### config.mk
export PLATFORM = sky130hd
export DESIGN_NAME = rr_encoder4
export DESIGN_NICKNAME = d
export VERILOG_FILES = /design/src/rtl/rr_encoder4.sv
export SDC_FILE = /design/constraint.sdc
export NUM_CORES = 1
export LEC_CHECK = 0
export CORE_AREA = 4 4 41 43
export DETAILED_ROUTE_END_ITERATION = 7
export DIE_AREA = 0 0 45 47
export PLACE_DENSITY_LB_ADDON = 0.12
export REMOVE_ABC_BUFFERS = 1
export SETUP_SLACK_MARGIN = 0.3
export SLEW_MARGIN = 20
export SYNTH_ARGS = -nofsm -noshare
export SYNTH_HDL_FRONTEND = slang
export SYNTH_SLANG_ARGS = --single-unit
### constraint.sdc
create_clock -name clk -period 1.74 [get_ports clk]
set_clock_uncertainty 0.15 [all_clocks]
set_input_delay 0.348 -clock clk [delete_from_list [all_inputs] [get_ports clk]]
set_output_delay 0.348 -clock clk [all_outputs]
set_load 0.005 [all_outputs]
### src/rtl/rr_encoder4.sv
// Four-line event encoder: buffers one-hot requests and issues one 2-bit address
// at a time under valid/ready, with round-robin or fixed-priority arbitration.
module rr_encoder4 #(
  parameter int ROUND_ROBIN = 1
) (
  input  logic       clk,
  input  logic       reset,
  input  logic [3:0] req,
  input  logic       ready,
  output logic       address0,
  output logic       address1,
  output logic       enable,
  output logic       dropped
);

  logic [3:0] pending;
  logic [3:0] cand;
  logic [3:0] pend_nxt;
  logic [1:0] ptr;
  logic [1:0] addr;
  logic [1:0] idx;
  logic [1:0] scan;
  logic       found;
  logic       load;

  always_comb begin
    cand  = pending | req;
    load  = !enable || ready;
    idx   = '0;
    scan  = '0;
    found = 1'b0;
    // Fixed priority is the rotating scan with its origin pinned at index 0.
    for (int unsigned k = 0; k < 4; k++) begin
      scan = (ROUND_ROBIN != 0) ? ptr + 2'(k) : 2'(k);
      if (!found && cand[scan]) begin
        idx   = scan;
        found = 1'b1;
      end
    end
    pend_nxt = cand;
    if (load && found) begin
      pend_nxt = cand & ~(4'b0001 << idx);
    end
  end

  always_ff @(posedge clk) begin
    if (reset) begin
      pending <= '0;
      ptr     <= '0;
      addr    <= '0;
      enable  <= 1'b0;
      dropped <= 1'b0;
    end else begin
      pending <= pend_nxt;
      dropped <= |(req & pending);
      if (load) begin
        if (found) begin
          addr   <= idx;
          enable <= 1'b1;
          if (ROUND_ROBIN != 0) begin
            ptr <= idx + 2'd1;
          end
        end else begin
          enable <= 1'b0;
        end
      end
    end
  end

  assign address0 = addr[0];
  assign address1 = addr[1];

endmodule

; Word level (Yosys, flattened, before mapping)
; Cells that the tools add are included.
[totals]
register_bits = 10
in_bits = 7
out_inout_bits = 4
[op_classes]
reduce_logical = 11
shift = 1
n_addsub = 4
order_cmp = 4
mux = 18
n_bitwise = 4
[op_table]
columns = operator, count
row1 = 2-bit by 3-bit less-than comparator with 1-bit output (second input constant), 4
row2 = 1-bit two-way mux, 9
row3 = 4-bit AND, 2
row4 = 1-bit binary-select mux with 2-bit select, 4
row5 = 2-bit two-way mux, 4
row6 = 2-bit by 1-bit adder with 2-bit output (second input constant), 2
row7 = 2-bit adder (second input constant), 2
row8 = 1-bit logical AND, 4
row9 = 1-bit logical NOT, 4
row10 = 4-bit two-way mux, 1
row11 = 4-bit inverter, 1
row12 = 4-bit OR, 1
row13 = 4-bit OR reduction, 1
row14 = 1-bit by 2-bit left shift with 4-bit output (first input constant), 1
row15 = 2-bit AND reduction, 1
row16 = 1-bit logical OR, 1

; Depth between registers and ports, before layout
[logic_depth]
ltp_word = 17
ltp_mapped = 7
ltp_nobuf = 7

; Least setup slack after synthesis
; No wires, ideal clock.
[synth_timing]
kind = input -> register
startpoint = input port req[1]
endpoint = register ptr[1]
slack_ns = -0.032
cell_stages = 7
t_arrival_ns = 1.491
path_cell_list = nor4_4 -> and3_1 -> a21oi_1 -> and2_1 -> ha_1 -> mux2i_1 -> nor2_1
[synth_via]
elab_chain_len = 14
[synth_lines]
columns = item, line
row1 = start: declaration, 8  ; input logic [3:0] req,
row2 = 4-bit OR *, 27  ; cand = pending | req;
row3 = 1-bit binary-select mux with 2-bit select, 35  ; if (!found && cand[scan]) begin
row4 = 1-bit two-way mux (not written as such), 35
row5 = 1-bit two-way mux, 35
row6 = 1-bit logical NOT, 35
row7 = 1-bit logical AND, 35
row8 = 1-bit two-way mux, 35
row9 = 1-bit logical NOT, 35
row10 = 1-bit logical AND, 35
row11 = 1-bit two-way mux, 35
row12 = 1-bit logical NOT, 35
row13 = 1-bit logical AND, 35
row14 = 2-bit two-way mux *, 35
row15 = net idx[0], 21  ; logic [1:0] idx;
row16 = 2-bit by 1-bit adder with 2-bit output *, 61  ; ptr <= idx + 2'd1;
row17 = end signal: assignment, 61
row18 = end: declaration, 19  ; logic [1:0] ptr;
; Mark *: on every way through the listed nets, which the timed path passes. The rest lies on a longest branch. The select of a mux whose other input is x is not followed.
; A chain may end at the register's enable or synchronous reset.

; Final worst setup path
[layout_timing]
startpoint = input port req[2]
endpoint = register ptr[1]
; Same word-level chain as after synthesis.

==> run metrics <==
min-delay src=addr[1]$_SDFFE_PP0P_; largest fanout on the critical path=6; slack of the worst reg-to-reg path=roughly 11 ps; # setup viols final=0; post-DP HPWL=around 1000 microns; actual slew at the worst max-slew pin=312 ps; count of final hold-check violations=0; TritonCTS clock tree=built; Residual DRC=0; delay of the slowest critical-path stage=between 200 and 300 ps; utilization after layout=77.1%; Die Footprint=approximately 2100 sq um; Achievable Freq=578 MHz; drt first pass iters=4; synth unique cells=27; effective utilization at floorplan=between 40% and 50%; Final nets=104; Longest Clk Path Bufs=2; placeable core region=~1300 sq um; reg-to-reg endpoint=ptr[1]$_SDFFE_PP0P_; Layout Area Growth over Synthesis=81.9%; GRT Resource Usage Total=about a fifth; family of cells with the greatest summed delay on the critical path=simple AND/OR/NAND/NOR gates; part of the Yosys area used for sequential elements=between 30% and 40%; number of logic stages on the critical path including buffering=8; chip width=between 40 and 50 microns; Worst Path Arrival=1730 ps; number of cells on the worst hold path=2; worst slew margin relative to its limit=79.1%; Routed Antenna Nets=0; Core Rows=13; IR drop worst, VDD=between 900 and 1000 uV; share of cells above drive strength 1=between 60% and 70%; worst path bufs/invs=2; FF-to-FF path depth=7; number of clock sinks=10; number of buffers added on ports=10; final estimated routing congestion in global placement=about 0.8; Power per Cell Area=1120 nW/um^2; Inserted Clock Buffers=3; P_leak=0.429 nW; startpoint of the worst register-to-register path=pending[2]$_SDFF_PP0_; global-route wire length before repair=~2800 microns; Final Routed Wirelength=1880 microns; Clock Pin Slew Worst Setup and Hold Paths=60 ps; global route overflow=0; placement-stage cell area=around 780 sq um; Hold Path Sink=addr[1]$_SDFFE_PP0P_; level count of the clock H-tree=1; cell at the slowest stage of the critical path=and3b_2; via count of the first global-routing pass=between 600 and 700; Ports=11; antenna violations before repair=0; Finished Cell Area=about 1000 sq um; final critical-path share of the clock period=just under 100%; mean routed wirelength per cell=around 18 microns; Root Driver=clkbuf_4; number of warnings reported in the yosys synthesis log=0; routed via count divided by cell count=roughly 5.8; Worst Hold Class=register to register; unrepaired setup endpoints after global routing=yes; kind of start point of the critical path=input port; Hold WS=~340 ps; initial DRC count=13; count of vias placed by the detailed router=just over 600; startpoint-to-endpoint class of the critical path=input port to register; Final Max Tran Viols=0; Synth Cell Area=approximately 550 sq um; mean post-synth cell area=9.68 sq um; Yosys reg bits=10; critical path capture point type=register; gate count after technology mapping=57; Vert. Die Dim=roughly 47 microns; pin count of the biggest net entering global routing=7; number of violations of the max-capacitance limit=0; number of antenna repair diodes=0; final critical delay including setup and external delays=1730 ps; result of the run=complete, no violations; Skew-Pair Late Insertion Delay=270 ps; ordered cell list for the critical path=clkdlybuf4s15_1, nor2_4, and3b_2, o21ai_4, inv_2, ha_4, mux2i_1, nor2_1; data required time at the worst endpoint=~1700 ps
## cells in the final DEF, fill, tap and decap left out, types with 3 or more instances in the layout
master,Yosys,routed
dlygate4sd2_1,0,4
a211oi_2,4,4
buf_6,1,3
clkbuf_4,0,3
dfxtp_1,10,3
buf_4,0,20
nand2_1,5,3
nor2_4,0,3
dfxtp_2,0,6
## synthesized netlist by cell type, drive strengths merged
cell type	n	area, sq um
ha	4	50.1
and3	1	6.26
inv	3	11.3
nor2	5	23.8
buf	1	11.3
dfxtp	10	200
a21o	1	7.51
o21bai	1	7.51
a31oi	1	6.26
a21oi	3	15.0
nand2	5	18.8
a41o	1	10.0
a22oi	2	15.0
a32oi	1	8.76
o22ai	1	6.26
o31ai	1	7.51
a211oi	4	50.1
and3b	1	8.76
o21ai	4	20.0
o32ai	1	8.76
clkbuf	1	3.75
mux2i	2	20.0
nor3b	1	7.51
nor4	1	21.3
and2	1	6.26
## cell type report
class / count / area [sq um]
fill: 82 / 298
multi-input combinational: 42 / 469
sequential: 10 / 211
timing repair buffer: 33 / 270
inverter: 3 / 11.3
clock buffer: 3 / 22.5
tap: 15 / 18.8
## through the flow
stage | setup slack, ps | TNS, ps | total power, W | cells
2_1_floorplan | -19.0 | -19.0 | 0.000534 | 55
3_3_place_gp | -551 | -3540 | 0.000722 | 97
3_5_place_dp | -566 | -3430 | 0.000725 | 97
4_1_cts | 43.3 | 0 | 0.000950 | 103
5_1_grt | -62.5 | -114 | 0.00118 | 106
6_report | 10.8 | 0 | 0.00112 | 106
## layer usage
layer	vias up	share of wire, %	GRT usage (%)
li1	282	-	-
met4	0	2.8	12.3
met1	308	45	19.5
met2	14	50	34.7
met3	6	2.5	4.60
met5	-	0	0
## logic make-up (layout without fill, tap and decap cells)
family	after synthesis	after routing	share of synthesized area (%)
flip-flops	10	10	36.3
AND/OR/NAND/NOR	15	15	16.8
AO/OA/AOI/OAI	21	21	29.5
adder cells (fa/ha/maj)	4	4	9.07
buffers and inverters	5	39	4.76
multiplexers	2	2	3.63
## timing repair
| action | CTS | global route |
|---|---|---|
| endpoints found under the setup margin | 13 | 8 |
| hold buffers | 0 | 0 |
| resized for setup | 26 | 29 |
| endpoints found under the hold margin | 0 | 0 |
| setup buffers | 3 | 3 |
| pin swaps | 9 | 12 |
## worst register-to-register path, stage by stage (launching register included)
cell and delay, ps:
dfxtp_2 330, nor2_4 190, and3b_2 270, o21ai_4 170
inv_2 80, ha_4 240, mux2i_1 130, nor2_1 50
## registers in the layout, indices dropped and copies added (netlist names)
name	cells
ptr	2
enable	1
addr	2
pending	4
dropped	1
## power by group
| group | total (W) | internal [W] | switching (W) |
|---|---|---|---|
| sequential | 0.000353 | 0.000291 | 0.0000622 |
| clock | 0.000159 | 0.0000799 | 0.0000792 |
| combinational | 0.000612 | 0.000327 | 0.000284 |
## worst max path at each step
stage | startpoint | endpoint | slack (ps)
2_1_floorplan | req[1] | ptr[1]$_SDFFE_PP0P_ | -20
3_3_place_gp | req[1] | ptr[1]$_SDFFE_PP0P_ | -550
3_5_place_dp | req[1] | ptr[1]$_SDFFE_PP0P_ | -570
4_1_cts | pending[1]$_SDFF_PP0_ | ptr[1]$_SDFFE_PP0P_ | 40
5_1_grt | pending[2]$_SDFF_PP0_ | ptr[1]$_SDFFE_PP0P_ | -60
6_report | req[2] | ptr[1]$_SDFFE_PP0P_ | 10
Note: power is estimated with default switching activity, not from simulation.
